$ cat config.mk
export PLATFORM = sky130hd
export DESIGN_NAME = shift_sched
export DESIGN_NICKNAME = d
export VERILOG_FILES = /design/src/rtl/shift_sched.sv
export SDC_FILE = /design/constraint.sdc
export NUM_CORES = 1
export LEC_CHECK = 0
export ABC_CLOCK_PERIOD_IN_PS = 3100
export CORE_UTILIZATION = 40
export DETAILED_ROUTE_END_ITERATION = 10
export GPL_ROUTABILITY_DRIVEN = 0
export PLACE_DENSITY = 0.74
export SKIP_CTS_REPAIR_TIMING = 1
export SLEW_MARGIN = 20
export SYNTH_ARGS = -nofsm -noshare
export SYNTH_HDL_FRONTEND = slang
export SYNTH_SLANG_ARGS = --single-unit
export TNS_END_PERCENT = 100
$ cat constraint.sdc
create_clock -name clk -period 3.1 [get_ports clk]
set_input_delay 0.62 -clock clk [delete_from_list [all_inputs] [get_ports clk]]
set_output_delay 0.62 -clock clk [all_outputs]
set_load 0.01 [all_outputs]
$ cat src/rtl/shift_sched.sv
// Two-requester log shifter: round-robin accept in IDLE, four one-bit-stage edges, result held in DONE.
// Result valid 4 cycles after accept; out_ready low stalls in DONE and keeps both request ports not-ready.
module shift_sched (
  input  logic        clk,
  input  logic        rst_n,
  input  logic        rq0_valid,
  output logic        rq0_ready,
  input  logic [15:0] rq0_data,
  input  logic [3:0]  rq0_amt,
  input  logic [1:0]  rq0_mode,
  input  logic        rq1_valid,
  output logic        rq1_ready,
  input  logic [15:0] rq1_data,
  input  logic [3:0]  rq1_amt,
  input  logic [1:0]  rq1_mode,
  output logic        out_valid,
  input  logic        out_ready,
  output logic [15:0] out_data,
  output logic        out_id,
  output logic        busy
);

  typedef enum logic [1:0] {IDLE, SHIFT, DONE} state_t;

  typedef struct packed {
    logic [15:0] data;
    logic [3:0]  amt;
    logic [1:0]  mode;
  } req_t;

  state_t      state;
  logic [1:0]  stage_cnt;
  logic        last_grant;
  req_t        cur;
  logic        id_q;
  logic        acc0;
  logic        acc1;

  // One log stage: shift by 2^k according to mode.
  function automatic logic [15:0] stage_fn(input logic [15:0] v, input logic [1:0] mode,
                                           input logic [1:0] k);
    logic [4:0]  sh;
    logic [15:0] r;
    sh = 5'd1 << k;
    r  = v;
    case (mode)
      2'b00:   r = v << sh;
      2'b01:   r = $signed(v) >>> sh;
      2'b10:   r = (v >> sh) | (v << (5'd16 - sh));
      default: r = v;
    endcase
    return r;
  endfunction

  // Readies are gated by rst_n so they read 0 during reset regardless of the inputs.
  assign rq0_ready = rst_n & (state == IDLE) & rq0_valid & (~rq1_valid | last_grant);
  assign rq1_ready = rst_n & (state == IDLE) & rq1_valid & (~rq0_valid | ~last_grant);
  assign acc0      = rq0_valid & rq0_ready;
  assign acc1      = rq1_valid & rq1_ready;

  assign out_valid = (state == DONE);
  assign out_data  = cur.data;
  assign out_id    = id_q;
  assign busy      = (state != IDLE);

  always_ff @(posedge clk or negedge rst_n) begin
    if (!rst_n) begin
      state      <= IDLE;
      stage_cnt  <= 2'd0;
      last_grant <= 1'b1;
      cur        <= '0;
      id_q       <= 1'b0;
    end else begin
      case (state)
        IDLE: begin
          if (acc0) begin
            cur        <= '{data: rq0_data, amt: rq0_amt, mode: rq0_mode};
            id_q       <= 1'b0;
            last_grant <= 1'b0;
            stage_cnt  <= 2'd0;
            state      <= SHIFT;
          end else if (acc1) begin
            cur        <= '{data: rq1_data, amt: rq1_amt, mode: rq1_mode};
            id_q       <= 1'b1;
            last_grant <= 1'b1;
            stage_cnt  <= 2'd0;
            state      <= SHIFT;
          end
        end
        SHIFT: begin
          if (cur.amt[stage_cnt])
            cur.data <= stage_fn(cur.data, cur.mode, stage_cnt);
          stage_cnt <= stage_cnt + 2'd1;
          if (stage_cnt == 2'd3)
            state <= DONE;
        end
        DONE: begin
          if (out_ready)
            state <= IDLE;
        end
        default: state <= IDLE;
      endcase
    end
  end

endmodule

Word level (Yosys, flattened, before mapping)
Cells that the tools add are included.
{"block": "totals", "out_inout_bits": 21, "input_bits": 49, "memories": 0, "romBits": 0, "latchBits": 0, "register_bits": 28, "mem_bits_rw": 0, "word_cells": 64}
{"block": "classes", "div_mod_pow": 0, "addsub": 2, "n_bitwise": 13, "n_mul": 0, "n_lt_le_gt_ge": 1, "n_shift": 5, "reduce_logical": 9, "eq_ne": 10, "mux": 17}
{"cell": "one-hot mux 16 bit (3 select lines)", "n": 1}
{"cell": "2-to-1 mux 22 bit", "n": 2}
{"cell": "one-hot mux 16 bit (2 select lines)", "n": 1}
{"cell": "left shift 16 x 5 -> 16 bit", "n": 2}
{"cell": "2-to-1 mux 16 bit", "n": 1}
{"cell": "OR 16 bit", "n": 1}
{"cell": "right shift 16 x 5 -> 16 bit", "n": 1}
{"cell": ">>> shifter 16 x 5 -> 16 bit", "n": 1}
{"cell": "2-to-1 mux 2 bit", "n": 6}
{"cell": "bitwise AND 1 bit", "n": 7}
{"cell": "== test 2 bit, second input constant", "n": 3}
{"cell": "one-hot mux 2 bit (3 select lines)", "n": 1}
{"cell": "nonzero test 2 bit", "n": 3}
{"cell": "left shift 1 x 2 -> 5 bit, first input constant", "n": 1}
{"cell": "subtractor 5 bit, first input constant", "n": 1}
{"cell": "== test 2 x 1 -> 1 bit, second input constant", "n": 2}
{"cell": "zero test 2 bit", "n": 2}
{"cell": "inequality test 2 bit, second input constant", "n": 2}
{"cell": "inequality test 4 x 1 -> 1 bit, second input constant", "n": 1}
{"cell": "one-hot mux 2 bit (2 select lines)", "n": 1}
{"cell": "AND reduction 2 bit", "n": 2}
{"cell": "AND reduction 4 bit", "n": 1}
{"cell": "< comparator 2 x 3 -> 1 bit, second input constant", "n": 1}
{"cell": "2-to-1 mux 1 bit", "n": 3}
{"cell": "7 further kinds", "n": 10}

Depth between registers and ports, before layout
Gate-level depths: netlist (run 1).
{"block": "logic_depth", "ltp_word": 8, "mapped_depth": 13}

Least setup slack after synthesis (run 1)
Ideal clock, no wire load.
{"block": "synth_path", "path_kind": "register -> register", "startpoint": "register stage_cnt[1]", "endpoint": "register cur (netlist bit out_data[13])", "required_ns": 2.979, "arrival_time_ns": 2.591, "setup_slack_ns": 0.389, "path_stages_with_launch": 14, "setup_ns": 0.121, "path_buffers": 3, "path_cell_list": "dfrtp_1 > buf_2 > inv_1 > ha_1 > buf_4 > inv_2 > buf_2 > ha_1 > nor2b_1 > nor2_1 > a22oi_1 > nor2_1 > or4_1 > a22o_1"}
{"block": "synth_between", "elab_chain_cells": 7}
{"element": "start, declared", "line": "32", "source": "logic [1:0] stage_cnt;"}
{"element": "start signal, assigned", "line": "93", "source": "stage_cnt <= stage_cnt + 2'd1;"}
{"element": "left shift 1 x 2 -> 5 bit", "line": "44", "source": "sh = 5'd1 << k;"}
{"element": "subtractor 5 bit", "line": "49", "source": "2'b10: r = (v >> sh) | (v << (5'd16 - sh));"}
{"element": "left shift 16 x 5 -> 16 bit", "line": "49"}
{"element": "OR 16 bit", "line": "49"}
{"element": "one-hot mux 16 bit (3 select lines)", "line": "46", "source": "case (mode)"}
{"element": "2-to-1 mux 16 bit", "line": "91", "source": "if (cur.amt[stage_cnt])"}
{"element": "one-hot mux 16 bit (2 select lines)", "line": "74", "source": "case (state)"}
{"element": "end signal, assigned", "line": "77", "source": "cur <= '{data: rq0_data, amt: rq0_amt, mode: rq0_mode};"}
{"element": "end signal, assigned", "line": "83", "source": "cur <= '{data: rq1_data, amt: rq1_amt, mode: rq1_mode};"}
{"element": "end, declared", "line": "34", "source": "req_t cur;"}
Parallel ways exist; a longest one is shown, timed or not. The select of a mux whose other input is x is not followed.
A chain may end at the register's enable or synchronous reset.

Final worst setup path (run 1)
{"block": "layout_path", "startpoint": "input rst_n", "endpoint": "output rq1_ready"}
{"block": "layout_between", "elab_chain_cells": 3}
{"element": "start, declared", "line": "5", "source": "input logic rst_n,"}
{"element": "bitwise AND 1 bit (3 in series)", "line": "57", "source": "assign rq1_ready = rst_n & (state == IDLE) & rq1_valid & (~rq0_valid | ~last_grant);"}
{"element": "end, declared", "line": "12", "source": "output logic rq1_ready,"}
Every way passes these cells.

==> impl_metrics.csv, run 1 <==
group,metric,value,unit
outcome,status,"completed",
finish,layout_commonest_cell,"nand2_1",
clocking,cts_tree,"done",
finish,final_cell_mix,"nand2_1, clkdlybuf4s50_1, mux2i_1",
finish,multi_input_area,0.002635,mm^2
drt,wl_per_cell,20.08,um
global_route,grt_pass1_wl,19840,um
timing,max_freq,343.5,MHz
clocking,cts_buffer_depth,2,
synth,synth_seq_cells,28,
synth,synth_cells,479,
finish,diodes,0,
global_route,grt_use_met2,39.38,%
drt,drc,0,
setup_path,cp-start-kind,"input port",
synth,synth_edf_count,0,
finish,final_core_util,50.44,%
global_route,grt_pass1_vias,3774,
clocking,numCtsBuffers,3,
floorplanning,start_util,42.09,%
floorplanning,die_x,98.73,um
setup_path,cp_max_fo,3,
synth,syn_area_per_cell,7.813,um^2
place,hpwlAfterDp,9403,um
place,numPortBuffers,69,
finish,fin_nets,576,
drt,vias,4112,
synth,synth_seq_area_share,18.76,%
setup_path,cp.arrival,2.29,ns
setup_path,reg2regPathDepth,10,
finish,n_fill_cell,859,
timing,tightest_slew,0.9173,ns
power,p_per_area,1356,mW/mm^2
timing,hold_violations,0,
drt,vias_per_cell,6.579,
synth,synthesis.nets,537,
global_route,overflow,0,
synth,netlist_area,0.003742,mm^2
synth,synthDistinctLibCells,62,
finish,area_delta_synth_final,19.83,%
floorplanning,core_area,0.008891,mm^2
global_route,top_usage_layer,"met2",
setup_path,cp.required,2.48,ns
power,leakagePower,0.001838,uW
finish,seq_area,701.9,um^2
global_route,use_met3,3.688,%
global_route,grt.met1_usage,37.43,%
timing,whs,0.4904,ns
drt,ant_nets,0,
floorplanning,ioPinCount,70,
global_route,antenna_found_initial,0,
global_route,grt_use_total,25.70,%
timing,layout_worst_path_cycle_share,93.91,%
timing,fin_skew,0.006334,ns
drt,wl,12550,um
drt,drt-pass1-iter-count,6,
worst_hold_path,hold_path_depth,2,
clocking,clk_pin_slew,0.09,ns
clocking,cts_root_buf,"clkbuf_8",
global_route,grt_max_degree,29,
timing,setup_tns,0,ns
timing,relSlewSlack,38.85,%
place,dp.cells,621,
power,power,6081,uW
clocking,cts.sinks,28,
finish,drive_above_1_share,12.96,%
floorplanning,rows,34,
clocking,htreeDepth,1,
floorplanning,die_h,98.73,um
drt,drtIter0Drc,740,
floorplanning,dieArea,0.009747,mm^2
synth,postSynth.asyncResetShare,100.0,%
finish,stdcell_count,625,
timing,drv_slew,0,
power,vdd_drop_max,0.4681,mV
setup_path,path_class,"in -> out",
synth,synth-main-ff-cell,"dfrtp_1",
timing,setup_violations,0,
setup_path,cp-end-kind,"output port",
timing,min_period,2.911,ns
synth,yosys_warnings,0,
worst_hold_path,hold_path_class,"reg -> reg",
run,maxCapViolCount,0,
clocking,clk_latency,0.28,ns
timing,rsz0062_at_grt,"false",
-- final timing paths --
| check | from | endpoint | slack, ns |
|---|---|---|---|
| max | rst_n | rq1_ready | 0.19 |
| min | last_grant | last_grant | 0.49 |
| max reg2reg | stage_cnt[0] | out_data[13] | 0.22 |
| min reg2reg | last_grant | last_grant | 0.49 |
| max in group asynchronous | rst_n | last_grant | 2.04 |
| min in group asynchronous | rst_n | state[0] | 0.75 |
-- cell usage after synthesis (5+ instances only) --
| master | instances | share of area, % |
|---|---|---|
| nand2_1 | 91 | 9.1 |
| mux2i_1 | 30 | 8.0 |
| a21oi_1 | 29 | 3.9 |
| dfrtp_1 | 27 | 18 |
| nor2_1 | 26 | 2.6 |
| clkbuf_1 | 24 | 2.4 |
| a31oi_1 | 22 | 3.7 |
| buf_4 | 17 | 3.4 |
| mux4_2 | 16 | 9.6 |
| nand3_1 | 15 | 2.0 |
| buf_2 | 14 | 1.9 |
| inv_1 | 12 | 1.2 |
| mux2_2 | 12 | 3.6 |
| o21ai_0 | 11 | 1.5 |
| nor2b_1 | 10 | 1.7 |
| nor3_1 | 10 | 1.3 |
| ha_1 | 9 | 3.0 |
| o21ai_1 | 8 | 1.1 |
| nand2b_1 | 6 | 1.0 |
| a211oi_1 | 5 | 1.0 |
| o2111ai_1 | 5 | 1.2 |
-- state kept, by name (all words and copies together), names as in the netlist --
| signal | count |
|---|---|
| cur | 6 |
| stage_cnt | 2 |
| out_id | 1 |
| last_grant | 1 |
| out_data | 16 |
| state | 2 |
-- routing by layer --
| metal | vias up | wire, um | share of wire, % |
|---|---|---|---|
| li1 | 1823 | - | - |
| met1 | 1912 | 5242 | 42 |
| met2 | 317 | 5453 | 43 |
| met3 | 60 | 1420 | 11 |
| met4 | 0 | 436 | 3.5 |
| met5 | - | 0 | 0 |
-- where the power goes --
| group | switching [uW] | internal [uW] | total (uW) | leakage (uW) |
|---|---|---|---|---|
| combinational | 2760 | 2130 | 4890 | 0.00147 |
| clock | 117 | 114 | 231 | 0.0000288 |
| sequential | 403 | 560 | 963 | 0.000336 |
| total | 3280 | 2800 | 6080 | 0.00184 |
-- cells by family after synthesis --
group	count (synthesis)	share of synthesized area, %
AND/OR/NAND/NOR	177	21.20
AO/OA/AOI/OAI	124	22.23
adder cells (fa/ha/maj)	9	3.009
buffers and inverters	78	10.90
XOR/XNOR	1	0.2341
multiplexers	62	23.67
flip-flops	28	18.76
-- metrics by stage --
step / setup WS, ns / area, um^2
2_1_floorplan: 0.3885 / 3742
3_3_place_gp: 0.2294 / 4429
3_5_place_dp: 0.1754 / 4429
4_1_cts: 0.1677 / 4484
5_1_grt: 0.1018 / 4484
6_report: 0.1888 / 4484
-- area by class of cell --
class	instances	area share, %
inverter	15	1.256
tap	108	3.013
multi-input combinational	373	58.76
sequential	28	15.65
clock buffer	4	1.228
timing repair buffer	97	20.09
-- worst max-delay path, cell delays in order --
cell	delay, ns
clkdlybuf4s50_1	0.48
nor3b_1	0.35
nand3_1	0.19
inv_1	0.11
clkdlybuf4s50_1	0.53
(Power assumes the default switching activity.)
==> inputs of run 2 (changes only) <==
--- a/config.mk
+++ b/config.mk
@@ -5,7 +5,6 @@
 export SDC_FILE = /design/constraint.sdc
 export NUM_CORES = 1
 export LEC_CHECK = 0
-export ABC_CLOCK_PERIOD_IN_PS = 3100
 export CORE_UTILIZATION = 40
 export DETAILED_ROUTE_END_ITERATION = 10
 export GPL_ROUTABILITY_DRIVEN = 0
==> results of run 2 <==
Same layout as run 1: the final DEF is identical, and so are final timing and power.
==> inputs of run 3 (changes only) <==
==> config.mk (replaced) <==
export PLATFORM = sky130hd
export DESIGN_NAME = shift_sched
export DESIGN_NICKNAME = d
export VERILOG_FILES = /design/src/rtl/shift_sched.sv
export SDC_FILE = /design/constraint.sdc
export NUM_CORES = 1
export LEC_CHECK = 0
export CELL_PAD_IN_SITES_DETAIL_PLACEMENT = 0
export CELL_PAD_IN_SITES_GLOBAL_PLACEMENT = 1
export CORE_UTILIZATION = 39
export DETAILED_ROUTE_END_ITERATION = 10
export GPL_ROUTABILITY_DRIVEN = 0
export PLACE_DENSITY = 0.91
export SKIP_CTS_REPAIR_TIMING = 1
export SYNTH_ARGS = -nofsm -noshare
export SYNTH_HDL_FRONTEND = slang
export SYNTH_SLANG_ARGS = --single-unit
==> run 3 against run 2 <==
- setup slack better by 0.11 ns
- final cell count rose by 4.2%
- global-route usage is 1.2 points higher
- critical path depth unchanged
- routed wire length up 5.2%
- largest cell class unchanged
- largest power group unchanged
==> impl_metrics.csv, run 3 (synthesis results as in run 1) <==
group,metric,value,unit
outcome,status,"completed",
drt,wl_per_cell,20.28,um
setup_path,r2r_end,"out_data[12]",
setup_path,cp-start-kind,"input port",
power,pwr-share-comb,80.2,%
finish,drive_above_1_share,13.60,%
setup_path,crit_slowest_cell,"clkdlybuf4s50_1",
timing,setup_tns,0,ns
global_route,grt_pass1_vias,3925,
place,dpl_cell_area,0.004518,mm^2
power,p_int,2857,uW
timing,drv_slew,0,
clocking,htreeDepth,1,
drt,drc,0,
global_route,antenna_found_initial,0,
timing,relSlewSlack,49.51,%
global_route,grt_use_met2,42.02,%
floorplanning,start_util,40.31,%
timing,hold_violations,0,
clocking,cts_root_buf,"clkbuf_8",
setup_path,worstPathCellList,"clkdlybuf4s50_1 > nor3b_1 > nand3_1 > inv_1 > clkdlybuf4s50_1",
clocking,clk_latency,0.28,ns
timing,setup_violations,0,
drt,drt-pass1-iter-count,6,
power,power,6216,uW
global_route,grt.met1_usage,36.84,%
setup_path,cp-startpoint,"rst_n",
finish,design_area,0.004563,mm^2
timing,max_freq,356.8,MHz
setup_path,cp.required,2.48,ns
finish,final_cell_mix,"nand2_1, clkdlybuf4s50_1, buf_4",
setup_path,cp_max_fo,3,
finish,fin_nets,581,
power,leakagePower,0.001863,uW
place,hpwlAfterDp,9807,um
setup_path,reg2reg_from,"stage_cnt[1]",
drt,vias,4068,
finish,layout_commonest_cell,"nand2_1",
setup_path,cp.arrival,2.18,ns
floorplanning,die_x,99.96,um
floorplanning,die_h,99.96,um
clocking,cts_buffer_depth,2,
floorplanning,rows,35,
finish,largest_reg_flops,16,
power,vdd_drop_max,0.4530,mV
timing,whs,0.4783,ns
global_route,grt_max_degree,29,
global_route,top_usage_layer,"met2",
power,p_seq_share,16.3,%
power,switchingPower,3359,uW
timing,fin_skew,0.003052,ns
worst_hold_path,hold_path_end,"last_grant",
clocking,cts_tree,"done",
worst_hold_path,holdCritStartpoint,"last_grant",
floorplanning,core_area,0.009284,mm^2
setup_path,reg2regPathDepth,8,
worst_hold_path,hold_path_class,"reg -> reg",
drt,drtIter0Drc,549,
timing,layout_worst_path_cycle_share,90.42,%
power,switching_share,54.03,%
timing,rsz0062_at_grt,"false",
floorplanning,ioPinCount,70,
finish,stdcell_count,651,
power,clockPowerShare,3.6,%
global_route,overflow,0,
setup_path,cp-end-kind,"output port",
timing,tightest_slew,0.7509,ns
place,numPortBuffers,69,
power,p_per_area,1362,mW/mm^2
drt,vias_per_cell,6.249,
global_route,grt_use_total,26.93,%
clocking,cts.sinks,28,
clocking,numCtsBuffers,3,
global_route,grt_pass1_wl,21080,um
clocking,clk_pin_slew,0.11,ns
setup_path,crit_top_cell,"clkdlybuf4s50_1",
worst_hold_path,hold_path_depth,2,
timing,min_period,2.803,ns
global_route,use_met3,5.641,%
place,dp.cells,647,
finish,area_delta_synth_final,21.93,%
floorplanning,dieArea,0.009991,mm^2
run,maxCapViolCount,0,
finish,diodes,0,
drt,ant_nets,0,
drt,wl,13200,um
setup_path,path_class,"in -> out",
setup_path,regToRegSetupSlack,0.32,ns
setup_path,cpPeakStageDelay,0.54,ns
==> run 3: cell count changes in the layout (fill, tap and decap cells not counted) <==
cell	before	now
buf_4	28	31
buf_12	0	2
clkbuf_1	0	1
clkbuf_8	4	3
==> run 3: layout make-up <==
class / instances / area, um^2
tap: 129 / 161.4
multi-input combinational: 373 / 2635
inverter: 15 / 56.30
sequential: 28 / 701.9
timing repair buffer: 102 / 963.4
fill: 909 / 4721
clock buffer: 4 / 45.04
==> run 3: metal layers <==
metal  wire length (um)  share of wire, %
met2               5842                44
met4                541               4.1
met5                  0                 0
met1               5335                40
met3               1484                11
==> run 3: critical path: cells and delay by family <==
kind | cells | cell delay (ns)
AND/OR/NAND/NOR | 2 | 0.45
buffers and inverters | 3 | 1.11
==> run 3: worst max-delay path by stage <==
| stage | to | cells after the start |
|---|---|---|
| finish | rq0_ready | 5 |
| global route | rq0_ready | 5 |
| CTS | rq0_ready | 5 |
| detailed placement | rq0_ready | 5 |
| global placement | rq1_ready | 5 |
| floorplan | out_data[13] | 13 |
==> run 3: power by group through the flow <==
stage	Clock (uW)	Combinational (uW)	Sequential [uW]
2_1_floorplan	0	3620	723
3_3_place_gp	0	4780	962
3_5_place_dp	0	4830	990
4_1_cts	221	4860	982
5_1_grt	238	5310	1040
6_report	221	4980	1010
==> run 3: stage by stage <==
| stage | worst slack [ns] | util (%) |
|---|---|---|
| finish | 0.2971 | 49.15 |
| global route | 0.1500 | 49.15 |
| CTS | 0.2891 | 49.15 |
| detailed placement | 0.2969 | 48.67 |
| global placement | 0.3196 | 48.67 |
| floorplan | 0.3885 | - |
